[src/rtl/bldcm_commutator_pkg.sv]
// Shared constants and lookups for the BLDC six-step commutator.
// Holds the FSM state encoding, the fault codes, the Hall-to-sector
// decode, the reverse-direction sector shift and the drive-pattern tables.
package bldcm_commutator_pkg;

  typedef enum logic [1:0] {
    StIdle  = 2'd0,
    StRun   = 2'd1,
    StBrake = 2'd2,
    StFault = 2'd3
  } state_t;

  typedef enum logic [1:0] {
    FaultNone        = 2'd0,
    FaultInvalidHall = 2'd1,
    FaultStall       = 2'd2,
    FaultIllegalJump = 2'd3
  } fault_t;

  // Hall codes 0 and 7 cannot come from a healthy sensor set.
  function automatic logic hallIsValid(input logic [2:0] code);
    return (code != 3'd0) && (code != 3'd7);
  endfunction

  // Hall code {C,B,A} to rotor sector 0..5; invalid codes map to 0 and
  // must be qualified with hallIsValid by the caller.
  function automatic logic [2:0] hallToSector(input logic [2:0] code);
    logic [2:0] sector;
    case (code)
      3'd5:    sector = 3'd0;
      3'd4:    sector = 3'd1;
      3'd6:    sector = 3'd2;
      3'd2:    sector = 3'd3;
      3'd3:    sector = 3'd4;
      3'd1:    sector = 3'd5;
      default: sector = 3'd0;
    endcase
    return sector;
  endfunction

  // Reverse rotation drives the pattern half a turn ahead: (s+3) mod 6.
  function automatic logic [2:0] driveSector(input logic [2:0] sector,
                                             input logic       reverse);
    logic [2:0] shifted;
    shifted = (sector >= 3'd3) ? (sector - 3'd3) : (sector + 3'd3);
    return reverse ? shifted : sector;
  endfunction

  // High-side phase per drive sector, one-hot {C,B,A}.
  function automatic logic [2:0] patternHigh(input logic [2:0] sector);
    logic [2:0] high;
    case (sector)
      3'd0, 3'd1: high = 3'b001;
      3'd2, 3'd3: high = 3'b010;
      3'd4, 3'd5: high = 3'b100;
      default:    high = 3'b000;
    endcase
    return high;
  endfunction

  // Low-side phase per drive sector, one-hot {C,B,A}.
  function automatic logic [2:0] patternLow(input logic [2:0] sector);
    logic [2:0] low;
    case (sector)
      3'd0:       low = 3'b010;
      3'd1, 3'd2: low = 3'b100;
      3'd3, 3'd4: low = 3'b001;
      3'd5:       low = 3'b010;
      default:    low = 3'b000;
    endcase
    return low;
  endfunction

  // True when sector a is one step either side of sector b (mod 6).
  function automatic logic sectorsAdjacent(input logic [2:0] a,
                                           input logic [2:0] b);
    logic [2:0] nextB;
    logic [2:0] prevB;
    nextB = (b == 3'd5) ? 3'd0 : (b + 3'd1);
    prevB = (b == 3'd0) ? 3'd5 : (b - 3'd1);
    return (a == nextB) || (a == prevB);
  endfunction

endpackage

[src/rtl/bldcm_commutator_hall_filter.sv]
// Hall sensor conditioning for the commutator.
// A 2-FF synchroniser brings the raw Hall bits into the clock domain, then a
// stability filter accepts a code only after it has been seen on
// pHallFilterCycles consecutive synchronised samples.
// Ports:
//   iClock, iReset_n  clock and synchronous active-low reset
//   hall_i            raw asynchronous Hall inputs {C,B,A}
//   code_o            last accepted Hall code
//   codeValid_o       a code has been accepted since reset
//   hallEdge_o        one-cycle strobe when the accepted code changes
module bldcm_hall_filter #(
  parameter int unsigned pHallFilterCycles = 32'd4
) (
  input  logic       iClock,
  input  logic       iReset_n,
  input  logic [2:0] hall_i,
  output logic [2:0] code_o,
  output logic       codeValid_o,
  output logic       hallEdge_o
);

  localparam int unsigned CntW = $clog2(pHallFilterCycles + 1);
  localparam logic [CntW-1:0] CntLast = CntW'(pHallFilterCycles - 1);

  logic [2:0]      sync1_q, sync2_q;
  logic            sync1Valid_q, sync2Valid_q;
  logic [2:0]      cand_q, cand_d;
  logic            candValid_q, candValid_d;
  logic [CntW-1:0] cnt_q, cnt_d;
  logic [2:0]      code_q, code_d;
  logic            codeValid_q, codeValid_d;
  logic            edge_q, edge_d;

  // Synchroniser. The valid bits stop the reset contents of the two flops
  // from being mistaken for real Hall samples.
  always_ff @(posedge iClock) begin
    if (!iReset_n) begin
      sync1_q      <= '0;
      sync2_q      <= '0;
      sync1Valid_q <= 1'b0;
      sync2Valid_q <= 1'b0;
    end else begin
      sync1_q      <= hall_i;
      sync2_q      <= sync1_q;
      sync1Valid_q <= 1'b1;
      sync2Valid_q <= sync1Valid_q;
    end
  end

  // Stability filter. The counter holds (samples seen - 1) for the current
  // candidate and saturates at the last count; reaching it accepts the
  // candidate. Re-accepting the same code raises no edge.
  always_comb begin
    cand_d      = cand_q;
    candValid_d = candValid_q;
    cnt_d       = cnt_q;
    code_d      = code_q;
    codeValid_d = codeValid_q;
    edge_d      = 1'b0;
    if (sync2Valid_q) begin
      if (!candValid_q || (sync2_q != cand_q)) begin
        cand_d      = sync2_q;
        candValid_d = 1'b1;
        cnt_d       = '0;
      end else if (cnt_q != CntLast) begin
        cnt_d = cnt_q + 1'b1;
      end
      if (cnt_d == CntLast) begin
        code_d      = sync2_q;
        codeValid_d = 1'b1;
        edge_d      = !codeValid_q || (sync2_q != code_q);
      end
    end
  end

  // Filter state registers.
  always_ff @(posedge iClock) begin
    if (!iReset_n) begin
      cand_q      <= '0;
      candValid_q <= 1'b0;
      cnt_q       <= '0;
      code_q      <= '0;
      codeValid_q <= 1'b0;
      edge_q      <= 1'b0;
    end else begin
      cand_q      <= cand_d;
      candValid_q <= candValid_d;
      cnt_q       <= cnt_d;
      code_q      <= code_d;
      codeValid_q <= codeValid_d;
      edge_q      <= edge_d;
    end
  end

  assign code_o      = code_q;
  assign codeValid_o = codeValid_q;
  assign hallEdge_o  = edge_q;

endmodule

[src/rtl/bldcm_commutator.sv]
// Six-step BLDC commutation stage.
// Filters the Hall sensors, decodes the rotor sector, and issues registered
// per-phase high/low switch requests (high side gated by PWM). Detects
// invalid Hall codes, illegal sector jumps and stall. No dead time is added
// here; the downstream on-delay stages handle that.
// Ports:
//   iClock, iReset_n     clock and synchronous active-low reset
//   iEnable, iDirection  drive enable, 0 forward / 1 reverse
//   iBrake, iPwm         low-side brake request, PWM carrier
//   iHall                raw Hall inputs {C,B,A}
//   iFaultClear          fault acknowledge (honoured only with iEnable=0)
//   oHighReq, oLowReq    switch requests {C,B,A}
//   oSector, oHallEdge   decoded sector, accepted-change pulse
//   oFault, oFaultCode   latched fault and its cause
module bldcm_commutator
  import bldcm_commutator_pkg::*;
#(
  parameter int unsigned pHallFilterCycles = 32'd4,
  parameter int unsigned pStallCycles      = 32'd1000000
) (
  input  logic       iClock,
  input  logic       iReset_n,
  input  logic       iEnable,
  input  logic       iDirection,
  input  logic       iBrake,
  input  logic       iPwm,
  input  logic [2:0] iHall,
  input  logic       iFaultClear,
  output logic [2:0] oHighReq,
  output logic [2:0] oLowReq,
  output logic [2:0] oSector,
  output logic       oHallEdge,
  output logic       oFault,
  output logic [1:0] oFaultCode
);

  localparam int unsigned StallW = $clog2(pStallCycles + 1);
  localparam logic [StallW-1:0] StallLimit = StallW'(pStallCycles);

  logic [2:0]        acceptedCode;
  logic              acceptedValid;
  logic              hallEdge;
  logic              codeOk;
  logic [2:0]        sectorNow;
  logic [2:0]        driveSec;
  fault_t            faultNow;
  logic              faultHit;

  state_t            state_q, state_d;
  logic [StallW-1:0] stallCnt_q, stallCnt_d;
  logic              prevValid_q, prevValid_d;
  logic [2:0]        prevSector_q, prevSector_d;
  logic [2:0]        highReq_q, highReq_d;
  logic [2:0]        lowReq_q, lowReq_d;
  logic [2:0]        sector_q, sector_d;
  logic              hallEdge_q;
  logic              fault_q, fault_d;
  fault_t            faultCode_q, faultCode_d;

  bldcm_hall_filter #(
    .pHallFilterCycles(pHallFilterCycles)
  ) uHallFilter (
    .iClock     (iClock),
    .iReset_n   (iReset_n),
    .hall_i     (iHall),
    .code_o     (acceptedCode),
    .codeValid_o(acceptedValid),
    .hallEdge_o (hallEdge)
  );

  assign codeOk    = acceptedValid && hallIsValid(acceptedCode);
  assign sectorNow = hallToSector(acceptedCode);
  assign driveSec  = driveSector(sectorNow, iDirection);

  // Fault detection, highest priority first. The jump check is skipped
  // until a valid sector has been seen since reset or since leaving FAULT.
  always_comb begin
    faultNow = FaultNone;
    if (state_q != StFault) begin
      if (hallEdge && !hallIsValid(acceptedCode)) begin
        faultNow = FaultInvalidHall;
      end else if (hallEdge && prevValid_q &&
                   !sectorsAdjacent(sectorNow, prevSector_q)) begin
        faultNow = FaultIllegalJump;
      end else if ((state_q == StRun) && (stallCnt_q == StallLimit)) begin
        faultNow = FaultStall;
      end
    end
  end

  assign faultHit = (faultNow != FaultNone);

  // State register.
  always_ff @(posedge iClock) begin
    if (!iReset_n) begin
      state_q <= StIdle;
    end else begin
      state_q <= state_d;
    end
  end

  // Next-state logic. A fault wins over brake and disable in the same cycle.
  always_comb begin
    state_d = state_q;
    if (faultHit) begin
      state_d = StFault;
    end else begin
      case (state_q)
        StIdle: begin
          if (iBrake) begin
            state_d = StBrake;
          end else if (iEnable && codeOk) begin
            state_d = StRun;
          end
        end
        StRun: begin
          if (iBrake) begin
            state_d = StBrake;
          end else if (!iEnable) begin
            state_d = StIdle;
          end
        end
        StBrake: begin
          if (!iBrake) begin
            state_d = StIdle;
          end
        end
        StFault: begin
          if (iFaultClear && !iEnable) begin
            state_d = StIdle;
          end
        end
        default: state_d = StIdle;
      endcase
    end
  end

  // Output logic. Requests follow the current state one cycle later and are
  // forced off in the cycle a fault is registered. The fault code is kept
  // only while the machine stays in FAULT.
  always_comb begin
    highReq_d = '0;
    lowReq_d  = '0;
    if (!faultHit) begin
      case (state_q)
        StRun: begin
          highReq_d = patternHigh(driveSec) & {3{iPwm}};
          lowReq_d  = patternLow(driveSec);
        end
        StBrake: lowReq_d = 3'b111;
        default: ;
      endcase
    end
    fault_d = (state_d == StFault);
    if (faultHit) begin
      faultCode_d = faultNow;
    end else if (state_d == StFault) begin
      faultCode_d = faultCode_q;
    end else begin
      faultCode_d = FaultNone;
    end
  end

  // Sector, stall and previous-sector bookkeeping. The stall counter only
  // runs in RUN and restarts on each visible Hall edge pulse.
  always_comb begin
    sector_d     = codeOk ? sectorNow : sector_q;
    prevValid_d  = prevValid_q;
    prevSector_d = prevSector_q;
    if ((state_q != StRun) || hallEdge_q) begin
      stallCnt_d = '0;
    end else if (stallCnt_q != StallLimit) begin
      stallCnt_d = stallCnt_q + 1'b1;
    end else begin
      stallCnt_d = stallCnt_q;
    end
    if ((state_q == StFault) || faultHit) begin
      prevValid_d = 1'b0;
    end else if (hallEdge && codeOk) begin
      prevValid_d  = 1'b1;
      prevSector_d = sectorNow;
    end
  end

  // Output and bookkeeping registers.
  always_ff @(posedge iClock) begin
    if (!iReset_n) begin
      highReq_q    <= '0;
      lowReq_q     <= '0;
      sector_q     <= '0;
      hallEdge_q   <= 1'b0;
      fault_q      <= 1'b0;
      faultCode_q  <= FaultNone;
      stallCnt_q   <= '0;
      prevValid_q  <= 1'b0;
      prevSector_q <= '0;
    end else begin
      highReq_q    <= highReq_d;
      lowReq_q     <= lowReq_d;
      sector_q     <= sector_d;
      hallEdge_q   <= hallEdge;
      fault_q      <= fault_d;
      faultCode_q  <= faultCode_d;
      stallCnt_q   <= stallCnt_d;
      prevValid_q  <= prevValid_d;
      prevSector_q <= prevSector_d;
    end
  end

  assign oHighReq   = highReq_q;
  assign oLowReq    = lowReq_q;
  assign oSector    = sector_q;
  assign oHallEdge  = hallEdge_q;
  assign oFault     = fault_q;
  assign oFaultCode = faultCode_q;

endmodule
[config.mk]
export PLATFORM = sky130hd
export DESIGN_NAME = bldcm_commutator
export DESIGN_NICKNAME = d
export VERILOG_FILES = /design/src/rtl/bldcm_commutator_pkg.sv /design/src/rtl/bldcm_commutator_hall_filter.sv /design/src/rtl/bldcm_commutator.sv
export SDC_FILE = /design/constraint.sdc
export NUM_CORES = 1
export LEC_CHECK = 0
export BUFFER_PORTS_ARGS = -buffer_cell sky130_fd_sc_hd__buf_2
export CELL_PAD_IN_SITES_DETAIL_PLACEMENT = 0
export CELL_PAD_IN_SITES_GLOBAL_PLACEMENT = 2
export CORE_MARGIN = 10
export CORE_UTILIZATION = 41
export CTS_BUF_LIST = sky130_fd_sc_hd__clkbuf_4
export DETAILED_ROUTE_END_ITERATION = 12
export PLACE_DENSITY_LB_ADDON = 0.1
export SYNTH_ARGS = -nofsm -noshare
export SYNTH_HDL_FRONTEND = slang
export SYNTH_SLANG_ARGS = --single-unit
[constraint.sdc]
create_clock -name iClock -period 4.75 [get_ports iClock]
set_input_delay 0.2375 -clock iClock [delete_from_list [all_inputs] [get_ports iClock]]
set_output_delay 0.2375 -clock iClock [all_outputs]
set_load 0.005 [all_outputs]
==> results.sh <==
export IMPL_cts_tree="built"
export IMPL_ir_worst_vdd_mv=0.115
export IMPL_synth_cell_type_count=54
export IMPL_start_kind="flop"
export IMPL_worst_pin_slew_ns=0.793
export IMPL_status="complete, no violations"
export IMPL_drive_gt1_share_pct=13.0
export IMPL_ctsHoldBuffers=0
export IMPL_grt_max_degree=40
export IMPL_final_common_cell="dfxtp_1"
export IMPL_slew_viol_final=0
export IMPL_core_um2=6830
export IMPL_dr_first_iter_drc_count=68
export IMPL_tns_ns=0
export IMPL_dp_slack_ns=2.15
export IMPL_vias_per_cell=5.19
export IMPL_fin_crit_ns=2.61
export IMPL_place_congestion=0.813
export IMPL_grt_pass1_wl_um=10000
export IMPL_grt_pass1_vias=2182
export IMPL_cts_root_buf="clkbuf_4"
export IMPL_finalCritPeriodShare_pct=55.0
export IMPL_synth_seq_cells=59
export IMPL_syn_instance_count=325
export IMPL_crit_arrival_ns=2.92
export IMPL_dr_pass1_iters=5
export IMPL_io_buffers=22
export IMPL_endpoint_kind="flop"
export IMPL_synthTopCellsByArea="dfxtp_1 (41%), xnor2_1 (3.3%), and2_1 (3.2%), nor2_1 (3.2%), a21oi_1 (3.1%)"
export IMPL_drc=0
export IMPL_overflow=0
export IMPL_p_leak_uw=0.00115
export IMPL_routedWlPerCell_um=13.2
export IMPL_cap_violations=0
export IMPL_ctsHtreeMaxLevel=3
export IMPL_area_growth_pct=10.9
export IMPL_hpwlAfterDp_um=4100
export IMPL_clock_latency_ns=0.40
export IMPL_slew_headroom_pct=47.0
export IMPL_synth_compound_area_share_pct=15.7
export IMPL_hold_path_class="input pin to flop"
export IMPL_powerDensity_nw_per_um2=297
export IMPL_synth_fa_ha_area_share_pct=3.37
export IMPL_synthesis_area_um2=2890
export IMPL_initial_core_util_pct=42.3
export IMPL_drtAntennaViolNets=0
export IMPL_yosysSeqAreaShare_pct=40.8
export IMPL_clk_pin_slew_ns=0.11
export IMPL_ys_flop_type="dfxtp_1"
export IMPL_final_hold_viol_count=0
export IMPL_dieArea_um2=10800
export IMPL_synth_top_area_share_pct=40.8
export IMPL_timing_final_ws_setup_ns=2.14
export IMPL_routed_wl_um=5870
export IMPL_synth_edf_count=0
export IMPL_antenna_found_initial=0
export IMPL_cts_sinks=59
export IMPL_cts_max_path_buffers=2
export IMPL_synth_simple_area_share_pct=25.9
export IMPL_num_antenna_cells=0
export IMPL_setup_viol_count_final=0
export IMPL_finalNetCount=359
export IMPL_synth_nets=342
export IMPL_cts_setup_buffers=0
export IMPL_num_vias=2300
export IMPL_cts_resized=0
export IMPL_async_flop_share_pct=0
export IMPL_std_cell_rows=30
export IMPL_finalPower_uw=954
export IMPL_crit_type="flop to flop"
export IMPL_fin_skew_ns=0.0199
export IMPL_final_cell_mix="dfxtp_1 (59), nor2_1 (25), buf_2 (22)"
export IMPL_cp_data_required_time_ns=5.05
export IMPL_max_freq_mhz=383
export IMPL_synth_mux_area_share_pct=3.55
export IMPL_avgSynthCellArea_um2=8.90
export IMPL_pin_count=23
export IMPL_fp_dieW_um=104
export IMPL_grt_setup_unrepaired="false"
export IMPL_synth_top_family_by_area="simple AND/OR/NAND/NOR gates"
export IMPL_yosysWarnings=0
export IMPL_synth_xor_area_share_pct=6.36
export IMPL_fp_dieH_um=104
export IMPL_cp_max_fo=17
export IMPL_cts_buffers_inserted=9
export IMPL_synth_top_cell_by_area="dfxtp_1"
export IMPL_grt_usage_pct=10.9
[worst max-delay path, stage by stage (launching register included)]
cell and delay [ns]:
dfxtp_1 0.68, inv_1 0.25, mux4_2 0.54, o311ai_4 0.45, a31oi_4 0.25, a2111oi_4 0.35
[metrics by stage]
step / hold slack [ns] / utilization, % / std cells / instance area, um2
floorplan: 0.265 / - / 325 / 2890
global placement: 0.416 / 44.6 / 427 / 3050
detailed placement: 0.422 / 44.6 / 427 / 3050
CTS: 0.00531 / 47.0 / 443 / 3210
global route: 0.00852 / 47.0 / 443 / 3210
finish: 0.0404 / 47.0 / 443 / 3210
[power breakdown]
| group | total [uW] | internal [uW] | switching (uW) |
|---|---|---|---|
| logic | 42.5 | 20.9 | 21.6 |
| clock network | 402 | 211 | 191 |
| registers | 509 | 503 | 6.62 |
| total | 954 | 735 | 219 |
[flip-flops by register name (all words and copies together), names as in the netlist, 2 cells and up]
| signal | flops |
|---|---|
| oFaultCode | 2 |
| oHighReq | 3 |
| oLowReq | 3 |
| oSector | 3 |
| prevSector_q | 3 |
| stallCnt_q | 20 |
| state_q | 2 |
| uHallFilter.cand_q | 3 |
| uHallFilter.cnt_q | 3 |
| uHallFilter.code_o | 3 |
| uHallFilter.sync1_q | 3 |
| uHallFilter.sync2_q | 3 |
[metal layers]
layer  share of wire, %  vias up  track usage (%)
met5                  0        -                0
met4               0.95        0             3.58
met3                4.4        5             4.15
met2                 46       36             17.6
met1                 48     1065             13.0
li1                   -     1194                -
[worst paths after layout]
| check | startpoint | to | slack, ns | cells past startpoint |
|---|---|---|---|---|
| setup reg to reg | uHallFilter.code_o[0] | oHighReq[0] | 2.14 | 5 |
| hold reg to reg | uHallFilter.sync1_q[0] | uHallFilter.sync2_q[0] | 0.44 | 1 |
| setup / recovery | uHallFilter.code_o[0] | oHighReq[0] | 2.14 | 5 |
| hold / removal | iHall[2] | uHallFilter.sync1_q[2] | 0.04 | 2 |
[cells in the mapped netlist (2+ instances only)]
master / count
a21boi_0: 2
a21o_1: 2
a21oi_1: 18
a221oi_1: 2
a22oi_1: 3
a31oi_1: 2
a41o_1: 2
and2_1: 15
and3_1: 7
buf_6: 2
clkbuf_1: 14
dfxtp_1: 59
ha_1: 7
inv_1: 12
mux2i_1: 8
nand2_1: 21
nand2b_1: 6
nand3_1: 10
nand3b_1: 2
nand4_1: 7
nand4b_1: 2
nor2_1: 25
nor2b_1: 9
nor3_1: 15
nor4_1: 2
o21a_1: 6
o21ai_0: 11
o22ai_1: 3
or3_1: 6
or4b_2: 2
xnor2_1: 11
xor2_1: 10
[cell type report]
type                            instances  area, um2
Timing Repair Buffer                   22        110
Inverter                               13       48.8
Clock inverter                          7       92.6
Fill cell                             688       3620
Multi-Input combinational cell        237       1590
Sequential cell                        59       1180
Tap cell                               96        120
Clock buffer                            9       67.6
[cells by family (layout without fill, tap and decap cells)]
kind of cell    Yosys count  count (layout)
simple gates            137             137
compound gates           62              62
mux                       9               9
fa+ha+maj                 8               8
xor+xnor                 21              21
buf+inv                  29              51
flops                    59              59
Note: power is estimated with default switching activity, not from simulation.
